## src/rtl/div_if.sv

```systemverilog
// Start/busy/done handshake bundle for the sequential divider.
// Master drives the request; slave returns the result and flags.
interface div_if #(
  parameter int WIDTH = 24
);
  logic                 start;
  logic [2*WIDTH-1:0]   a;
  logic [WIDTH-1:0]     b;
  logic [WIDTH-1:0]     q;
  logic [WIDTH-1:0]     r;
  logic                 busy;
  logic                 done;
  logic                 dz;
  logic                 ovf;
  logic                 sticky;

  modport master (
    output start, a, b,
    input  q, r, busy, done, dz, ovf, sticky
  );

  modport slave (
    input  start, a, b,
    output q, r, busy, done, dz, ovf, sticky
  );
endinterface

```

## src/rtl/div_48by24_seq.sv

```systemverilog
// Radix-2 restoring 2W/W unsigned divider, one quotient bit per clock.
// Optional DIV_STICKY_EN adds a registered remainder-non-zero flag.
module div_48by24_seq #(
  parameter int WIDTH = 24
) (
  input  logic  clk,
  input  logic  rst_n,
  div_if.slave  bus
);
  localparam int CW = $clog2(WIDTH);

  typedef enum logic [1:0] {
    IDLE,
    RUN,
    FLAG,
    DONE
  } state_e;

  state_e           state_q, state_d;
  logic [CW-1:0]    cnt_q, cnt_d;
  logic [WIDTH-1:0] rem_q, rem_d;
  logic [WIDTH-1:0] qreg_q, qreg_d;
  logic [WIDTH-1:0] b_q, b_d;
  logic [WIDTH-1:0] q_q, q_d;
  logic [WIDTH-1:0] r_q, r_d;
  logic             busy_q, busy_d;
  logic             done_q, done_d;
  logic             dz_q, dz_d;
  logic             ovf_q, ovf_d;

  logic [WIDTH-1:0] a_hi, a_lo;
  logic [WIDTH:0]   shifted;
  logic             ge;
  logic [WIDTH-1:0] rem_nx, qreg_nx;
  logic             load, fin;

  assign a_hi = bus.a[2*WIDTH-1:WIDTH];
  assign a_lo = bus.a[WIDTH-1:0];

  // Shifted partial remainder carries one extra bit out of the top.
  always_comb begin
    shifted = {rem_q, qreg_q[WIDTH-1]};
    ge      = shifted >= {1'b0, b_q};
    rem_nx  = ge ? WIDTH'(shifted - {1'b0, b_q})
                 : shifted[WIDTH-1:0];
    qreg_nx = {qreg_q[WIDTH-2:0], ge};
  end

  assign load = bus.start &&
                (state_q == IDLE || state_q == DONE);
  assign fin  = (state_q == RUN) &&
                (cnt_q == CW'(WIDTH-1));

  always_comb begin
    state_d = state_q;
    cnt_d   = cnt_q;
    rem_d   = rem_q;
    qreg_d  = qreg_q;
    b_d     = b_q;
    q_d     = q_q;
    r_d     = r_q;
    busy_d  = busy_q;
    done_d  = 1'b0;
    dz_d    = dz_q;
    ovf_d   = ovf_q;
    unique case (state_q)
      IDLE, DONE: begin
        state_d = IDLE;
        if (load) begin
          b_d   = bus.b;
          dz_d  = 1'b0;
          ovf_d = 1'b0;
          if (bus.b == '0) begin
            dz_d    = 1'b1;
            q_d     = '1;
            r_d     = a_lo;
            state_d = FLAG;
          end else if (a_hi >= bus.b) begin
            ovf_d   = 1'b1;
            q_d     = '1;
            r_d     = '0;
            state_d = FLAG;
          end else begin
            rem_d   = a_hi;
            qreg_d  = a_lo;
            cnt_d   = '0;
            busy_d  = 1'b1;
            state_d = RUN;
          end
        end
      end
      RUN: begin
        rem_d  = rem_nx;
        qreg_d = qreg_nx;
        cnt_d  = cnt_q + 1'b1;
        if (fin) begin
          q_d     = qreg_nx;
          r_d     = rem_nx;
          busy_d  = 1'b0;
          done_d  = 1'b1;
          state_d = DONE;
        end
      end
      FLAG: begin
        done_d  = 1'b1;
        state_d = DONE;
      end
    endcase
  end

  always_ff @(posedge clk or negedge rst_n) begin
    if (!rst_n) begin
      state_q <= IDLE;
      cnt_q   <= '0;
      rem_q   <= '0;
      qreg_q  <= '0;
      b_q     <= '0;
      q_q     <= '0;
      r_q     <= '0;
      busy_q  <= 1'b0;
      done_q  <= 1'b0;
      dz_q    <= 1'b0;
      ovf_q   <= 1'b0;
    end else begin
      state_q <= state_d;
      cnt_q   <= cnt_d;
      rem_q   <= rem_d;
      qreg_q  <= qreg_d;
      b_q     <= b_d;
      q_q     <= q_d;
      r_q     <= r_d;
      busy_q  <= busy_d;
      done_q  <= done_d;
      dz_q    <= dz_d;
      ovf_q   <= ovf_d;
    end
  end

`ifdef DIV_STICKY_EN
  logic sticky_q, sticky_d;

  always_comb begin
    sticky_d = sticky_q;
    if (load)
      sticky_d = (bus.b == '0) && (a_lo != '0);
    else if (fin)
      sticky_d = (rem_nx != '0);
  end

  always_ff @(posedge clk or negedge rst_n) begin
    if (!rst_n)
      sticky_q <= 1'b0;
    else
      sticky_q <= sticky_d;
  end

  assign bus.sticky = sticky_q;
`else
  assign bus.sticky = 1'b0;
`endif

  assign bus.q    = q_q;
  assign bus.r    = r_q;
  assign bus.busy = busy_q;
  assign bus.done = done_q;
  assign bus.dz   = dz_q;
  assign bus.ovf  = ovf_q;
endmodule

```

## src/flat_wrapper.sv

```systemverilog
// flat-port wrapper written by rule: the top's interface ports become plain ports
module div_48by24_seq_flat 
#(
  parameter int WIDTH = 24
)
  (clk, rst_n, bus_start, bus_a, bus_b, bus_q, bus_r, bus_busy, bus_done, bus_dz, bus_ovf, bus_sticky);
  div_if #(.WIDTH(WIDTH)) bus_i ();
  input  logic clk;
  input  logic rst_n;
  input wire logic [$bits(bus_i.start)-1:0] bus_start;
  input wire logic [$bits(bus_i.a)-1:0] bus_a;
  input wire logic [$bits(bus_i.b)-1:0] bus_b;
  output wire logic [$bits(bus_i.q)-1:0] bus_q;
  output wire logic [$bits(bus_i.r)-1:0] bus_r;
  output wire logic [$bits(bus_i.busy)-1:0] bus_busy;
  output wire logic [$bits(bus_i.done)-1:0] bus_done;
  output wire logic [$bits(bus_i.dz)-1:0] bus_dz;
  output wire logic [$bits(bus_i.ovf)-1:0] bus_ovf;
  output wire logic [$bits(bus_i.sticky)-1:0] bus_sticky;
  assign bus_i.start = bus_start;
  assign bus_i.a = bus_a;
  assign bus_i.b = bus_b;
  assign bus_q = bus_i.q;
  assign bus_r = bus_i.r;
  assign bus_busy = bus_i.busy;
  assign bus_done = bus_i.done;
  assign bus_dz = bus_i.dz;
  assign bus_ovf = bus_i.ovf;
  assign bus_sticky = bus_i.sticky;
  div_48by24_seq #(.WIDTH(WIDTH)) u_core (.clk(clk), .rst_n(rst_n), .bus(bus_i));
endmodule
```

## config.mk

```make
export PLATFORM = sky130hd
export DESIGN_NAME = div_48by24_seq_flat
export DESIGN_NICKNAME = d
export VERILOG_FILES = /design/src/rtl/div_if.sv /design/src/rtl/div_48by24_seq.sv /design/src/flat_wrapper.sv
export SDC_FILE = /design/constraint.sdc
export NUM_CORES = 1
export LEC_CHECK = 0
export BUFFER_PORTS_ARGS = -buffer_cell sky130_fd_sc_hd__buf_2
export CORE_ASPECT_RATIO = 1.4
export CORE_UTILIZATION = 47
export DETAILED_ROUTE_END_ITERATION = 10
export GPL_ROUTABILITY_DRIVEN = 0
export PLACE_DENSITY = 0.78
export SYNTH_ARGS = -nofsm -noshare
export SYNTH_HDL_FRONTEND = slang
export SYNTH_SLANG_ARGS = --single-unit
```

## constraint.sdc

```tcl
create_clock -name clk -period 8.2 [get_ports clk]
set_input_delay 0.82 -clock clk [delete_from_list [all_inputs] [get_ports clk]]
set_output_delay 0.82 -clock clk [all_outputs]
set_load 0.02 [all_outputs]
```

==> key figures <==
Floorplanning
  – Die Ht: 157 um
  – Core area: 0.0168 sq mm
  – # IOs: 128
  – Die Area: 0.0177 sq mm
  – Initial Util: 0.480
  – Core Rows: 56
  – Die Span X: 113 um

GRT
  – First-pass GRT wire length: between 30 and 40 mm
  – Initial antenna violation count: 0
  – Met3 usage: 0.0454
  – All-Layer GR Usage: 0.268
  – Met2 Use GR: 0.452
  – GRT overflow: 0
  – Met1 Track Usage GR: 0.341
  – Gr busiest metal: met2
  – Largest net degree at the start of global routing: a little under 100
  – Vias in the first global route: 7193

Logic synthesis
  – Post-synth EDFFs: 0
  – Primary FF master, synth: dfrtp_1
  – Sequential fraction of the synthesis area: 0.406
  – Post-synth cell types: 73
  – Syn Nets: between 1000 and 1500
  – FFs w/ async S/R, synth: 1.00
  – Synth Register Bits: 131
  – Yosys warns: 0
  – Mapped cell area: between 0.008 and 0.009 sq mm
  – Syn_area_per_cell: between 8 and 9 sq um
  – Mapped Cells: around 940

Final layout
  – Share of layout cells above drive strength 1: 0.179
  – Final nets: ~1200
  – Most common cell after layout, fill and taps aside: dfrtp_1
  – Filler cell count: 1535
  – Ant diodes: 0
  – Most frequent cells in the layout: dfrtp_1 (131), buf_2 (125), nand2_1 (112)
  – Area grow syn2layout: 16.6%

Worst setup path
  – Crit-path max FO: 5
  – Worst path required time: 8.46 ns
  – Setup CP Type: reg2reg
  – Worst Path Arrival: between 3 and 4 ns
  – Startpoint Class: flop
  – Setup crit end kind: flop

Pwr
  – Pleak: 4.38 nW
  – P per Cell Area: 498 mW/mm^2
  – Max IR drop VDD: roughly 310 uV

STA
  – Worst-Margin Slew: 1.16 ns
  – Setup TNS: 0 ns
  – Fmax achieved: 0.279 GHz
  – Worst slew margin relative to its limit: 0.228
  – Fin. max-slew vios: 0
  – Setup ws final: 4.62 ns
  – Setup Viol. Count Final: 0
  – Min Tclk post-route: 3.58 ns
  – RSZ-0062 raised after global routing: no
  – Final Hold Fails: 0
  – Max Clock Skew: about 0.011 ns
  – Final Cycle Share: 0.437

Drt
  – Detailed-route via count: around 7500
  – Antenna Nets Post-Route: 0
  – DRC: 0
  – First drt pass iteration count: 5
  – Total wire length: 23.0 mm
  – DR vias/cell: 5.98
  – Initial DRC count: slightly below 800
  – Routed WL per cell: 18.4 um

CTS
  – H-tree depth: 4
  – Worst-skew pair later-pin latency: approximately 0.42 ns
  – Root Driver: clkbuf_16
  – Post-CTS Hold Fix Bufs: 0
  – Total CTS buffers: 17
  – Post-CTS Repair Setup Buffers: 0
  – CTS sink cnt: roughly 130
  – Clk slew on worst S/H paths: 0.06 ns
  – CTS tree: yes
  – Resized Gates After CTS: 0
  – Clk buf depth: 2

Placed design
  – Pre-CTS WS: 4.26 ns
  – DPL Wire Length: ~17 mm
  – # port buffers: 126

Worst hold path
  – HP Class: in2async

Status
  – Outcome: completed

Flow run
  – Max_cap viols: 0
-- cell usage after synthesis, drive strengths merged, types with 12 or more instances --
| master | count | area, sq um |
|---|---|---|
| buf | 26 | 150 |
| a21oi | 46 | 241 |
| inv | 86 | 323 |
| a31oi | 59 | 369 |
| nor4 | 12 | 75.1 |
| nand2 | 113 | 427 |
| mux2i | 24 | 240 |
| ha | 52 | 651 |
| a22oi | 23 | 173 |
| nand3 | 16 | 92.6 |
| clkbuf | 25 | 93.8 |
| nor2 | 81 | 312 |
| dfrtp | 131 | 3280 |
| o21ai | 103 | 519 |
-- routing by layer --
layer,routed length (um),part of all wire
met1,9650,0.42
met2,11100,0.48
met3,1620,0.070
met4,674,0.029
met5,0,0
-- power breakdown --
group	total (W)	switching, W	internal [W]
combinational	0.00274	0.00180	0.000949
sequential	0.00112	0.000187	0.000937
clock	0.000818	0.000306	0.000512
-- critical path: stages (launching register included) --
cell and delay, ns:
dfrtp_1 0.38, inv_1 0.11, ha_1 0.18, inv_1 0.06, fa_1 0.42, a21oi_1 0.26, a2bb2oi_1 0.44, a211oi_2 0.22
o21ai_0 0.31, or2b_1 0.27, mux2_2 0.28, a31oi_1 0.35, a31oi_1 0.14
-- state kept, by name, summed over array words and instances, names as in the netlist --
| signal | cells |
|---|---|
| u_core.state_q | 2 |
| u_core.rem_q | 24 |
| u_core.bus.dz | 1 |
| u_core.bus.r | 24 |
| u_core.qreg_q | 24 |
| u_core.bus.done | 1 |
| u_core.b_q | 24 |
| u_core.bus.q | 24 |
| u_core.bus.ovf | 1 |
| u_core.bus.busy | 1 |
| u_core.cnt_q | 5 |
-- stage by stage --
stage	hold slack [ns]	util	total power (W)	std cells	cell area [sq um]
6_report	0.478	0.560	0.00469	1253	9420
5_1_grt	0.486	0.560	0.00503	1253	9420
3_3_place_gp	0.455	0.523	0.00374	1222	8790
2_1_floorplan	0.441	-	0.00318	938	8080
3_5_place_dp	0.465	0.523	0.00381	1222	8790
4_1_cts	0.479	0.560	0.00465	1253	9420
-- worst paths after layout --
check / slack (ns) / to / cells after the start / from
hold reg to reg: 0.48 / u_core.bus.ovf$_DFFE_PN0P_ / 1 / u_core.bus.ovf$_DFFE_PN0P_
setup / recovery: 4.62 / u_core.bus.r[18]$_DFFE_PN0P_ / 12 / u_core.qreg_q[23]$_DFFE_PN0P_
hold / removal: 0.48 / u_core.bus.q[5]$_DFFE_PN0P_ / 1 / rst_n
setup reg to reg: 4.62 / u_core.bus.r[18]$_DFFE_PN0P_ / 12 / u_core.qreg_q[23]$_DFFE_PN0P_
max in group asynchronous: 6.32 / u_core.b_q[9]$_DFFE_PN0P_ / 2 / rst_n
min in group clk: 0.48 / u_core.bus.ovf$_DFFE_PN0P_ / 1 / u_core.bus.ovf$_DFFE_PN0P_
-- logic make-up (layout without fill, tap and decap cells) --
kind of cell	Yosys count	in the layout	synth area share
compound gates	299	299	0.236
flops	131	131	0.406
fa+ha+maj	53	53	0.0830
simple gates	277	277	0.156
xor+xnor	14	14	0.0152
mux	26	26	0.0325
buf+inv	137	249	0.0702
other cells	1	1	0.000464
-- cell type report --
type | instances | area [sq um] | area share
clock buffers | 17 | 425 | 0.0452
clock inverters | 14 | 200 | 0.0213
inverters | 86 | 323 | 0.0343
multi-input cells | 670 | 4260 | 0.452
flip-flops and latches | 131 | 3280 | 0.348
well taps | 203 | 254 | 0.0270
repair buffers | 132 | 678 | 0.0720
(Power assumes the default switching activity.)
